$ cat src/rtl/leading_bits_scanner.sv
// Multi-cycle leading-run counter: walks a wide vector CHUNK bits per cycle through one leadingBits.
// Build option LEADING_BITS_SCANNER_EARLY_EXIT_EN: stop at the first chunk that ends the run (else constant latency).

module leadingBits #(
   parameter int   WIDTH = 8,
   parameter logic BIT   = 1'b1
) (
   input  logic [0:WIDTH-1]              vec_i,
   output logic [$clog2(WIDTH+1)-1:0]    count_o
);
   localparam int CW = $clog2(WIDTH + 1);

   always_comb begin
      count_o = '0;
      for (int unsigned i = 0; i < WIDTH; i++) begin
         if (vec_i[i] != BIT) break;
         count_o = CW'(i + 1);
      end
   end
endmodule

module leading_bits_scanner #(
   parameter int   WIDTH = 64,
   parameter int   CHUNK = 8,
   parameter logic BIT   = 1'b1
) (
   input  logic                         clk,
   input  logic                         reset_n,
   input  logic                         in_valid,
   output logic                         in_ready,
   input  logic [0:WIDTH-1]             in_vector,
   input  logic                         abort,
   output logic                         out_valid,
   input  logic                         out_ready,
   output logic [$clog2(WIDTH+1)-1:0]   out_count,
   output logic                         out_all,
   output logic                         busy
);
   localparam int NCHUNK = WIDTH / CHUNK;
   localparam int CW     = $clog2(WIDTH + 1);
   localparam int LW     = $clog2(CHUNK + 1);
   localparam int IW     = (NCHUNK > 1) ? $clog2(NCHUNK) : 1;

   typedef enum logic [1:0] {IDLE, SCAN, DONE} state_t;

   state_t           state_q;
   logic [0:WIDTH-1] shift_q;
   logic [IW-1:0]    idx_q;
   logic [CW-1:0]    acc_q;
   logic [CW-1:0]    acc_d;
   logic             all_q;
   logic             valid_q;
   logic [LW-1:0]    lc;
   logic             lc_full;
   logic             last_chunk;
`ifndef LEADING_BITS_SCANNER_EARLY_EXIT_EN
   logic             stopped_q;
`endif

   leadingBits #(.WIDTH(CHUNK), .BIT(BIT)) u_lead (
      .vec_i   (shift_q[0:CHUNK-1]),
      .count_o (lc)
   );

   assign lc_full    = (lc == LW'(CHUNK));
   assign last_chunk = (idx_q == IW'(NCHUNK - 1));

   always_comb begin
      acc_d = acc_q + CW'(lc);
`ifndef LEADING_BITS_SCANNER_EARLY_EXIT_EN
      // Once the run has ended, the remaining chunks only pad out the fixed latency.
      if (stopped_q) acc_d = acc_q;
`endif
   end

   always_ff @(posedge clk or negedge reset_n) begin
      if (!reset_n) begin
         state_q   <= IDLE;
         shift_q   <= '0;
         idx_q     <= '0;
         acc_q     <= '0;
         all_q     <= 1'b0;
         valid_q   <= 1'b0;
`ifndef LEADING_BITS_SCANNER_EARLY_EXIT_EN
         stopped_q <= 1'b0;
`endif
      end else if (abort) begin
         state_q   <= IDLE;
         idx_q     <= '0;
         acc_q     <= '0;
         all_q     <= 1'b0;
         valid_q   <= 1'b0;
`ifndef LEADING_BITS_SCANNER_EARLY_EXIT_EN
         stopped_q <= 1'b0;
`endif
      end else begin
         case (state_q)
            IDLE: begin
               if (in_valid) begin
                  shift_q   <= in_vector;
                  idx_q     <= '0;
                  acc_q     <= '0;
                  all_q     <= 1'b0;
                  state_q   <= SCAN;
`ifndef LEADING_BITS_SCANNER_EARLY_EXIT_EN
                  stopped_q <= 1'b0;
`endif
               end
            end
            SCAN: begin
               acc_q   <= acc_d;
               shift_q <= shift_q << CHUNK;
               idx_q   <= idx_q + 1'b1;
`ifdef LEADING_BITS_SCANNER_EARLY_EXIT_EN
               if (!lc_full || last_chunk) begin
                  state_q <= DONE;
                  valid_q <= 1'b1;
                  all_q   <= lc_full;
               end
`else
               if (!lc_full) stopped_q <= 1'b1;
               if (last_chunk) begin
                  state_q <= DONE;
                  valid_q <= 1'b1;
                  all_q   <= (acc_d == CW'(WIDTH));
               end
`endif
            end
            DONE: begin
               if (out_ready) begin
                  state_q <= IDLE;
                  valid_q <= 1'b0;
               end
            end
            default: state_q <= IDLE;
         endcase
      end
   end

   assign in_ready  = (state_q == IDLE);
   assign busy      = (state_q != IDLE);
   assign out_valid = valid_q;
   assign out_count = acc_q;
   assign out_all   = all_q;
endmodule

$ cat config.mk
export PLATFORM = sky130hd
export DESIGN_NAME = leading_bits_scanner
export DESIGN_NICKNAME = d
export VERILOG_FILES = /design/src/rtl/leading_bits_scanner.sv
export SDC_FILE = /design/constraint.sdc
export NUM_CORES = 1
export LEC_CHECK = 0
export ABC_AREA = 0
export BUFFER_PORTS_ARGS = -buffer_cell sky130_fd_sc_hd__buf_2
export CAP_MARGIN = 30
export CORE_MARGIN = 1
export CORE_UTILIZATION = 45
export DETAILED_ROUTE_END_ITERATION = 16
export PLACE_DENSITY = 0.67
export SETUP_SLACK_MARGIN = 0.3
export SYNTH_ARGS = -nofsm -noshare
export SYNTH_HDL_FRONTEND = slang
export SYNTH_SLANG_ARGS = --single-unit
$ cat constraint.sdc
create_clock -name clk -period 3.6 [get_ports clk]
set_input_delay 0 -clock clk [delete_from_list [all_inputs] [get_ports clk]]
set_output_delay 0 -clock clk [all_outputs]
set_load 0.05 [all_outputs]
==> results of run 1 <==
registers in the layout, summed over array words and instances (netlist names):
signal	count
out_count	7
out_valid	1
state_q	2
out_all	1
stopped_q	1
idx_q	3
shift_q	64
cell type report:
class | instances | area [um^2] | share of cell area
clock buffer | 10 | 137.6 | 0.02642
sequential | 79 | 1977 | 0.3794
multi-input combinational | 278 | 1743 | 0.3345
inverter | 2 | 7.507 | 0.001441
clock inverter | 6 | 75.07 | 0.01441
timing repair buffer | 150 | 1139 | 0.2185
tap | 105 | 131.4 | 0.02522
critical path: stages (launching register included):
cell,delay [ns]
sky130_fd_sc_hd__dfrtp_1,0.42
sky130_fd_sc_hd__nor2b_1,0.14
sky130_fd_sc_hd__o21ai_0,0.19
sky130_fd_sc_hd__nand2_1,0.08
sky130_fd_sc_hd__nand2_1,0.06
sky130_fd_sc_hd__a21boi_0,0.08
sky130_fd_sc_hd__ha_1,0.23
sky130_fd_sc_hd__fa_1,0.42
sky130_fd_sc_hd__a211oi_1,0.23
sky130_fd_sc_hd__nor3_1,0.12
sky130_fd_sc_hd__nor3b_1,0.24
sky130_fd_sc_hd__a31oi_1,0.08
sky130_fd_sc_hd__o41ai_2,0.35
placed cells by master, fill, tap and decap left out, types with 4 or more instances in the layout:
cell type,instances
sky130_fd_sc_hd__a21o_1,4
sky130_fd_sc_hd__a21oi_1,4
sky130_fd_sc_hd__a22o_1,7
sky130_fd_sc_hd__buf_2,78
sky130_fd_sc_hd__clkbuf_8,10
sky130_fd_sc_hd__dfrtp_1,79
sky130_fd_sc_hd__dlygate4sd3_1,67
sky130_fd_sc_hd__ha_1,6
sky130_fd_sc_hd__mux2i_1,57
sky130_fd_sc_hd__nand2_1,82
sky130_fd_sc_hd__nor2_1,9
sky130_fd_sc_hd__nor2b_1,6
sky130_fd_sc_hd__o21ai_0,64
sky130_fd_sc_hd__o21ai_1,9
sky130_fd_sc_hd__xor2_1,4
logic make-up after synthesis:
family,after synthesis
DFF,79
adders and majority gates,7
buffers and inverters,26
muxes,57
xor gates and xnor gates,4
and+or+nand+nor,112
AOI/OAI and AO/OA,98
Yosys cell counts, types with 3 or more instances:
library cell	count	share of area
sky130_fd_sc_hd__buf_6	3	0.0087
sky130_fd_sc_hd__clkbuf_1	3	0.0029
sky130_fd_sc_hd__mux2i_1	57	0.15
sky130_fd_sc_hd__dfrtp_1	79	0.51
sky130_fd_sc_hd__buf_2	11	0.014
sky130_fd_sc_hd__a21o_1	4	0.0077
sky130_fd_sc_hd__nor2b_1	6	0.0097
sky130_fd_sc_hd__nand2_1	82	0.079
sky130_fd_sc_hd__buf_4	7	0.014
sky130_fd_sc_hd__o21ai_0	64	0.083
sky130_fd_sc_hd__a21oi_1	4	0.0052
sky130_fd_sc_hd__xor2_1	4	0.0090
sky130_fd_sc_hd__nand4_1	3	0.0048
sky130_fd_sc_hd__a31oi_1	3	0.0048
sky130_fd_sc_hd__a22o_1	7	0.016
sky130_fd_sc_hd__ha_1	6	0.019
sky130_fd_sc_hd__nor2_1	9	0.0087
sky130_fd_sc_hd__o21ai_1	9	0.012
worst paths after layout:
check / startpoint / endpoint / depth (start not counted)
worst max-delay path: shift_q[6] / out_all / 12
worst min-delay path: in_vector[25] / shift_q[25] / 3
worst max register to register: shift_q[6] / out_all / 12
worst min register to register: shift_q[45] / shift_q[45] / 2
max in group asynchronous: reset_n / shift_q[45] / 3
min in group asynchronous: reset_n / out_count[1] / 2
per-layer routing:
metal  wire (um)  up-vias  share of wire
li1            -     1608              -
met1        4226     1481           0.48
met2        4186       78           0.47
met3         321       12          0.036
met4         132        0          0.015
met5           0        -              0
power breakdown:
group          internal [mW]  total (mW)  switching (mW)  leakage (nW)
sequential              1.01        1.09          0.0788          1.01
combinational          0.189       0.379           0.190          1.43
clock                  0.350       0.701           0.351         0.105
metrics by stage:
step	util	power (mW)
2_1_floorplan	-	1.309
3_3_place_gp	0.5173	1.400
3_5_place_dp	0.5239	1.427
4_1_cts	0.6309	2.192
5_1_grt	0.6309	2.291
6_report	0.6309	2.167
what timing repair did:
action                                  4_1_cts  5_1_grt
hold buffers                                 67        0
resized for setup                             0        0
endpoints found under the hold margin       144        0
endpoints found under the setup margin        0        0
==> impl_metrics.ini, run 1 <==
[clocking]
cts_htree_levels = 3
cts_buffers = 9
clock_tree.root_cell = sky130_fd_sc_hd__clkbuf_8
insertion_delay_ns = 0.36
clkSinkCount = 79
cts_buffer_depth = 2
clk_transition_reported_paths_ns = 0.09
tritoncts = built
postCtsSetupRepairBufs = 0

[logic_synthesis]
synth_cell_type_count = 35
ys.flop_type = sky130_fd_sc_hd__dfrtp_1
syn_inst = 383
postSynth.asyncResetShare = 1.000
syn_nets = 459
synth_compound_gate_area_share = 0.1452
xor_xnor_share_of_the_synthesized_area = 0.009035
synth_fa_ha_area_frac = 0.02452
ys.warnings.count = 0
synth_seq_area_share = 0.5098
syn_avg_cell_area_um2 = 10.12
synth_simple_gate_area_share = 0.1229
syn_area_um2 = 3877
synth_edf_count = 0
muxShareOfSynthArea = 0.1471
synth-seq-cells = 79
synth_top_family_by_area = multiplexers

[global_routing]
met1_usage = 0.2917
grtUsageTotal = 0.2179
antenna_found_initial = 0
grt_first_pass_wirelength_um = 14890
global_route.peak_usage_layer = met2
gr-usage-met2 = 0.3513
pin_count_of_the_biggest_net_entering_global_routing = 80
via_count_of_the_first_global_routing_pass = 3176
met3_usage = 0.03704
global_route_congestion_overflow_total = 0

[job]
max_cap_violations = 0

[finish]
layout-drive-gt1-share = 0.2000
n_antenna_cell = 0
final_cell_area_um2 = 5210
num-nets-final = 596
layoutNonFillerInstCount = 630
filler_cell_count = 690
flow.area_growth_from_synthesis_pct = 34.37

[setup_path]
crit_path_capture_type = flop
criticalPathCategory = flop to flop
timing.critical_path.fanout_max = 4
worst_setup_path_start_kind = flop
worst_setup_slack_for_register_to_register_paths_ns = 0.86
worst-endpoint-arrival_ns = 2.99
cp_data_required_time_ns = 3.85

[placed_design]
hpwl_um = 5474
io_buffers = 79
numPlacedInstances = 547
placement.cell_area_um2 = 4327
placement.setup.worst_slack_ns = 0.9500
gp_congestion = 0.8588

[sta]
slew_violations = 0
timing.setup.tns_ns = 0
worst_clock_skew_ns = 0.01140
fmax_mhz = 364.9
finalSetupViolations = 0
grt_setup_unrepaired = false
finalCritPeriodShare = 0.7612
final-hold-violation-count = 0
final.setup.worst_slack_ns = 0.8598
final_hold_slack_ns = 0.03541
worst_slew_pin_slew_ns = 0.8039
fin_crit_ns = 2.740
timing.slew.headroom = 0.4641

[run_status]
status = finished, final reports clean

[floorplan]
core-area_um2 = 8258
die_x_um = 94.83
height_of_the_chip_um = 94.83
rows = 33
number_of_top_level_pins = 80
start_util = 0.4695
dieArea_um2 = 8992

[detailed_routing]
drt-total-wl_um = 8867
first_pass_iters = 4
final_antenna_net_count = 0
drt_first_iter_violations = 169
vias_per_cell = 5.046
num_vias = 3179
routed_wire_length_per_instance_um = 14.07
route.detailed.drc = 0

[power]
leakage_dissipation_nw = 2.544
cellPowerDensity_nw_per_um2 = 415.9
irDropWorstVdd_v = 0.0001921

[min_path]
worstHoldPathType = primary input to flop
(Power assumes the default switching activity.)
==> inputs of run 2 (changes only) <==
--- a/config.mk
+++ b/config.mk
@@ -11,7 +11,7 @@
 export CORE_MARGIN = 1
 export CORE_UTILIZATION = 45
 export DETAILED_ROUTE_END_ITERATION = 16
-export PLACE_DENSITY = 0.67
+export PLACE_DENSITY = 0.69
 export SETUP_SLACK_MARGIN = 0.3
 export SYNTH_ARGS = -nofsm -noshare
 export SYNTH_HDL_FRONTEND = slang
==> constraint.sdc (replaced) <==
create_clock -name clk -period 2.42 [get_ports clk]
set_input_delay 0 -clock clk [delete_from_list [all_inputs] [get_ports clk]]
set_output_delay 0 -clock clk [all_outputs]
set_load 0.05 [all_outputs]
==> impl_metrics.ini, run 2 (synthesized netlist as in run 1, its figures left out) <==
[floorplan]
start_util = 0.4695
die_x_um = 94.83
dieArea_um2 = 8992
core-area_um2 = 8258
rows = 33
height_of_the_chip_um = 94.83
number_of_top_level_pins = 80

[sta]
worst_clock_skew_ns = 0.008551
grt_setup_unrepaired = true
finalCritPeriodShare = 0.9962
worst_slew_pin_slew_ns = 0.6787
final-hold-violation-count = 0
slew_violations = 0
fin_crit_ns = 2.411
finalSetupViolations = 0
fmax_mhz = 414.8
timing.slew.headroom = 0.5459

[job]
max_cap_violations = 0

[finish]
final_cell_area_um2 = 5238
register_ranked_first_by_flip_flop_count = shift_q
layout-drive-gt1-share = 0.2273
n_antenna_cell = 0
most-common-layout-cells = 82 x sky130_fd_sc_hd__nand2_1, 79 x sky130_fd_sc_hd__dfrtp_1, 78 x sky130_fd_sc_hd__buf_2
num-nets-final = 599
layout.cells.most_common = sky130_fd_sc_hd__nand2_1
largest_register_ffs = 64
flow.area_growth_from_synthesis_pct = 35.08

[detailed_routing]
drt-total-wl_um = 9025
drt_first_iter_violations = 130
routed_wire_length_per_instance_um = 14.26
final_antenna_net_count = 0
first_pass_iters = 4
route.detailed.drc = 0
vias_per_cell = 5.093
num_vias = 3224

[placed_design]
io_buffers = 79
hpwl_um = 5521
gp_congestion = 0.8001
placement.cell_area_um2 = 4369

[global_routing]
pin_count_of_the_biggest_net_entering_global_routing = 113
grt_first_pass_wirelength_um = 14430
grtUsageTotal = 0.2099
via_count_of_the_first_global_routing_pass = 3105
global_route_congestion_overflow_total = 0
antenna_found_initial = 0

[run_status]
status = finished, final reports clean

[power]
irDropWorstVdd_v = 0.0003752
cellInternalPower_mw = 2.165
cellPowerDensity_nw_per_um2 = 583.7
fin_total_pwr_mw = 3.057
comb_power_share = 0.192
sequential_share_of_power = 0.529
leakage_dissipation_nw = 2.541
sw_frac_of_total = 0.2917
power.clock.fraction = 0.279
total_switching_power_mw = 0.8917

[setup_path]
worst_setup_slack_for_register_to_register_paths_ns = 0.009
timing.critical_path.fanout_max = 2
criticalPathCategory = flop to flop
worst-endpoint-arrival_ns = 2.65
crit_path_capture_type = flop
worst_setup_path_start_kind = flop
cp_data_required_time_ns = 2.66

[clocking]
cts_buffer_depth = 2
insertion_delay_ns = 0.35
cts_buffers = 9
clock_tree.root_cell = sky130_fd_sc_hd__clkbuf_8
clk_transition_reported_paths_ns = 0.08
cts_htree_levels = 3
clkSinkCount = 79
tritoncts = built

[min_path]
worstHoldPathType = primary input to flop
## run 2: per-stage QoR
step / utilization / hold slack [ns] / setup slack [ns] / TNS, ns / std cells
6_report: 0.6342 / 0.01879 / 0.009191 / 0 / 633
5_1_grt: 0.6342 / 0.04551 / -0.1651 / -0.1651 / 633
4_1_cts: 0.6311 / 0.01023 / -0.02390 / -0.02390 / 632
3_5_place_dp: 0.5291 / 0.007366 / 0.003576 / 0 / 548
3_3_place_gp: 0.5233 / 0.2307 / 0.07779 / 0 / 546
2_1_floorplan: - / -0.2956 / 0.1963 / 0 / 383
## run 2: final timing paths
check,depth (start not counted),start,end
worst max register to register,10,shift_q[7],out_all
max in group asynchronous,3,reset_n,out_all
worst min-delay path,3,in_vector[3],shift_q[3]
worst min register to register,2,shift_q[58],shift_q[58]
worst max-delay path,10,shift_q[7],out_all
min in group asynchronous,2,reset_n,shift_q[11]
## run 2: what timing repair did
item | 4_1_cts | 5_1_grt
resized for setup | 5 | 6
hold endpoints to repair | 102 | 0
hold buffers | 65 | 0
setup buffers | 3 | 1
pin swaps | 6 | 7
setup endpoints to repair | 4 | 5
## run 2: metal layers
| layer | share of wire | vias up | GRT usage |
|---|---|---|---|
| met5 | 0 | - | 0 |
| met4 | 0.015 | 0 | 0.07071 |
| met3 | 0.039 | 11 | 0.04992 |
| met2 | 0.50 | 69 | 0.3507 |
| met1 | 0.45 | 1529 | 0.2666 |
| li1 | - | 1615 | - |
## run 2: layout make-up
| cell class | instances | area [um^2] |
|---|---|---|
| Tap cell | 105 | 131.4 |
| Sequential cell | 79 | 1977 |
| Timing Repair Buffer | 153 | 1161 |
| Multi-Input combinational cell | 278 | 1795 |
| Fill cell | 684 | 3020 |
| Clock buffer | 10 | 127.6 |
| Clock inverter | 6 | 37.54 |
| Inverter | 2 | 7.507 |
## run 2: power by group through the flow
stage          Clock [mW]  Combinational [mW]  Sequential [mW]
3_3_place_gp            0               0.459             1.63
5_1_grt             0.932               0.663             1.64
3_5_place_dp            0               0.486             1.64
6_report            0.852               0.587             1.62
2_1_floorplan           0               0.346             1.61
4_1_cts             0.874               0.582             1.61
## run 2: worst max-delay path: stages (launching register included)
cell,delay [ns]
sky130_fd_sc_hd__dfrtp_1,0.42
sky130_fd_sc_hd__nor2b_4,0.12
sky130_fd_sc_hd__o21ai_2,0.05
sky130_fd_sc_hd__nand2_1,0.06
sky130_fd_sc_hd__nand2_1,0.06
sky130_fd_sc_hd__a21boi_2,0.13
sky130_fd_sc_hd__ha_2,0.21
sky130_fd_sc_hd__fa_2,0.46
sky130_fd_sc_hd__o41ai_2,0.31
sky130_fd_sc_hd__nand3_1,0.13
sky130_fd_sc_hd__o41ai_2,0.35
==> inputs of run 3 (changes only) <==
--- a/config.mk
+++ b/config.mk
@@ -13,6 +13,7 @@
 export DETAILED_ROUTE_END_ITERATION = 16
 export PLACE_DENSITY = 0.69
 export SETUP_SLACK_MARGIN = 0.3
+export SLEW_MARGIN = 20
 export SYNTH_ARGS = -nofsm -noshare
 export SYNTH_HDL_FRONTEND = slang
 export SYNTH_SLANG_ARGS = --single-unit
==> constraint.sdc (replaced) <==
create_clock -name clk -period 2.42 [get_ports clk]
set_input_delay 0.363 -clock clk [delete_from_list [all_inputs] [get_ports clk]]
set_output_delay 0.363 -clock clk [all_outputs]
set_load 0.05 [all_outputs]
==> impl_metrics.ini, run 3 (synthesized netlist as in run 1, its figures left out) <==
[finish]
flow.area_growth_from_synthesis_pct = 20.04
layoutNonFillerInstCount = 569
final_cell_area_um2 = 4654
layout.cells.most_common = sky130_fd_sc_hd__nand2_1
most-common-layout-cells = 81 x sky130_fd_sc_hd__nand2_1, 79 x sky130_fd_sc_hd__dfrtp_1, 78 x sky130_fd_sc_hd__buf_2
largest_register_ffs = 64
num-nets-final = 534
layout-drive-gt1-share = 0.2570
register_ranked_first_by_flip_flop_count = shift_q

[floorplan]
core-area_um2 = 8258
number_of_top_level_pins = 80
height_of_the_chip_um = 94.83
dieArea_um2 = 8992
start_util = 0.4695
rows = 33
die_x_um = 94.83

[power]
cellPowerDensity_nw_per_um2 = 695.3
irDropWorstVdd_v = 0.0003787
fin_total_pwr_mw = 3.236
leakage_dissipation_nw = 2.303

[placed_design]
placement.setup.worst_slack_ns = -0.07970
hpwl_um = 5653
numPlacedInstances = 548
placement.cell_area_um2 = 4362
gp_congestion = 0.8030
io_buffers = 79

[sta]
slew_violations = 0
finalSetupViolations = 1
fmax_mhz = 412.3
worst_slew_pin_slew_ns = 0.6794
timing.setup.tns_ns = -0.005189
finalCritPeriodShare = 1.002
final.setup.worst_slack_ns = -0.005189
final-hold-violation-count = 0
worst_clock_skew_ns = 0.01388
grt_setup_unrepaired = true
timing.slew.headroom = 0.5471
fin_crit_ns = 2.425

[run_status]
violations = setup timing
status = finished, violations left

[clocking]
insertion_delay_ns = 0.34
cts_buffer_depth = 2
clk_transition_reported_paths_ns = 0.09
clock_tree.root_cell = sky130_fd_sc_hd__clkbuf_8
clkSinkCount = 79
cts_buffers = 9
tritoncts = built
cts_htree_levels = 3

[global_routing]
antenna_found_initial = 0
grt_first_pass_wirelength_um = 13850
via_count_of_the_first_global_routing_pass = 2910
grtUsageTotal = 0.1990
global_route_congestion_overflow_total = 0
pin_count_of_the_biggest_net_entering_global_routing = 78

[detailed_routing]
drt-total-wl_um = 8002
routed_wire_length_per_instance_um = 14.06
route.detailed.drc = 0
first_pass_iters = 4
drt_first_iter_violations = 84
final_antenna_net_count = 0
vias_per_cell = 5.132
num_vias = 2920

[setup_path]
timing.critical_path.fanout_max = 2
crit_path_capture_type = flop
worst_setup_path_start_kind = flop
criticalPathCategory = flop to flop
cp_data_required_time_ns = 2.66
worst-endpoint-arrival_ns = 2.67

[min_path]
worstHoldPathType = primary input to flop

[job]
max_cap_violations = 0
-- run 3: path summary, 6_finish.rpt --
check | end | start | cells after the start | slack (ns)
min in group asynchronous | shift_q[11] | reset_n | 2 | 0.53
worst min-delay path | shift_q[59] | in_vector[59] | 3 | 0.24
worst min register to register | shift_q[30] | shift_q[30] | 2 | 0.48
worst max-delay path | out_all | shift_q[6] | 12 | -0.005
worst max register to register | out_all | shift_q[6] | 12 | -0.005
max in group asynchronous | shift_q[54] | reset_n | 3 | 1.28
-- run 3: worst max-delay path, stage by stage (launching register included) --
cell	delay, ns
sky130_fd_sc_hd__dfrtp_1	0.39
sky130_fd_sc_hd__nor2b_4	0.13
sky130_fd_sc_hd__o21ai_2	0.10
sky130_fd_sc_hd__nand2_1	0.07
sky130_fd_sc_hd__nand2_2	0.07
sky130_fd_sc_hd__a21boi_2	0.05
sky130_fd_sc_hd__ha_2	0.19
sky130_fd_sc_hd__fa_2	0.42
sky130_fd_sc_hd__buf_6	0.14
sky130_fd_sc_hd__xor2_2	0.14
sky130_fd_sc_hd__o41ai_2	0.25
sky130_fd_sc_hd__nand3_1	0.15
sky130_fd_sc_hd__o41ai_2	0.24
-- run 3: repair_timing --
action,in CTS,in global routing
endpoints found under the setup margin,4,6
gates resized for setup,4,6
hold endpoints to repair,10,0
pin swaps,6,3
hold buffers,1,0
setup buffers,2,1
-- run 3: per-stage QoR --
step	util	hold WS (ns)
after floorplan	-	0.06741
after CTS	0.5597	0.2389
final	0.5636	0.2445
after detailed placement	0.5282	0.3771
after global placement	0.5258	0.3801
after global routing	0.5633	0.2535
-- run 3: final cells by class --
| type | instances | area (um^2) |
|---|---|---|
| well taps | 105 | 131.4 |
| clock inverters | 4 | 76.32 |
| diodes | 1 | 2.502 |
| fillers | 771 | 3603 |
| clock buffers | 12 | 155.1 |
| repair buffers | 88 | 509.2 |
| inverters | 2 | 7.507 |
| multi-input cells | 278 | 1795 |
| flip-flops and latches | 79 | 1977 |
-- run 3: routing by layer --
layer | vias to the layer above | share of wire | track usage
li1 | 1482 | - | -
met1 | 1364 | 0.48 | 0.2805
met2 | 65 | 0.46 | 0.3022
met3 | 9 | 0.051 | 0.04509
met4 | 0 | 0.013 | 0.06566
met5 | - | 0 | 0
-- run 3: power breakdown --
group | internal, mW | total [mW] | leakage (nW) | switching, mW
Clock | 0.642 | 1.13 | 0.113 | 0.484
Sequential | 1.50 | 1.62 | 1.01 | 0.118
Combinational | 0.227 | 0.492 | 1.18 | 0.266
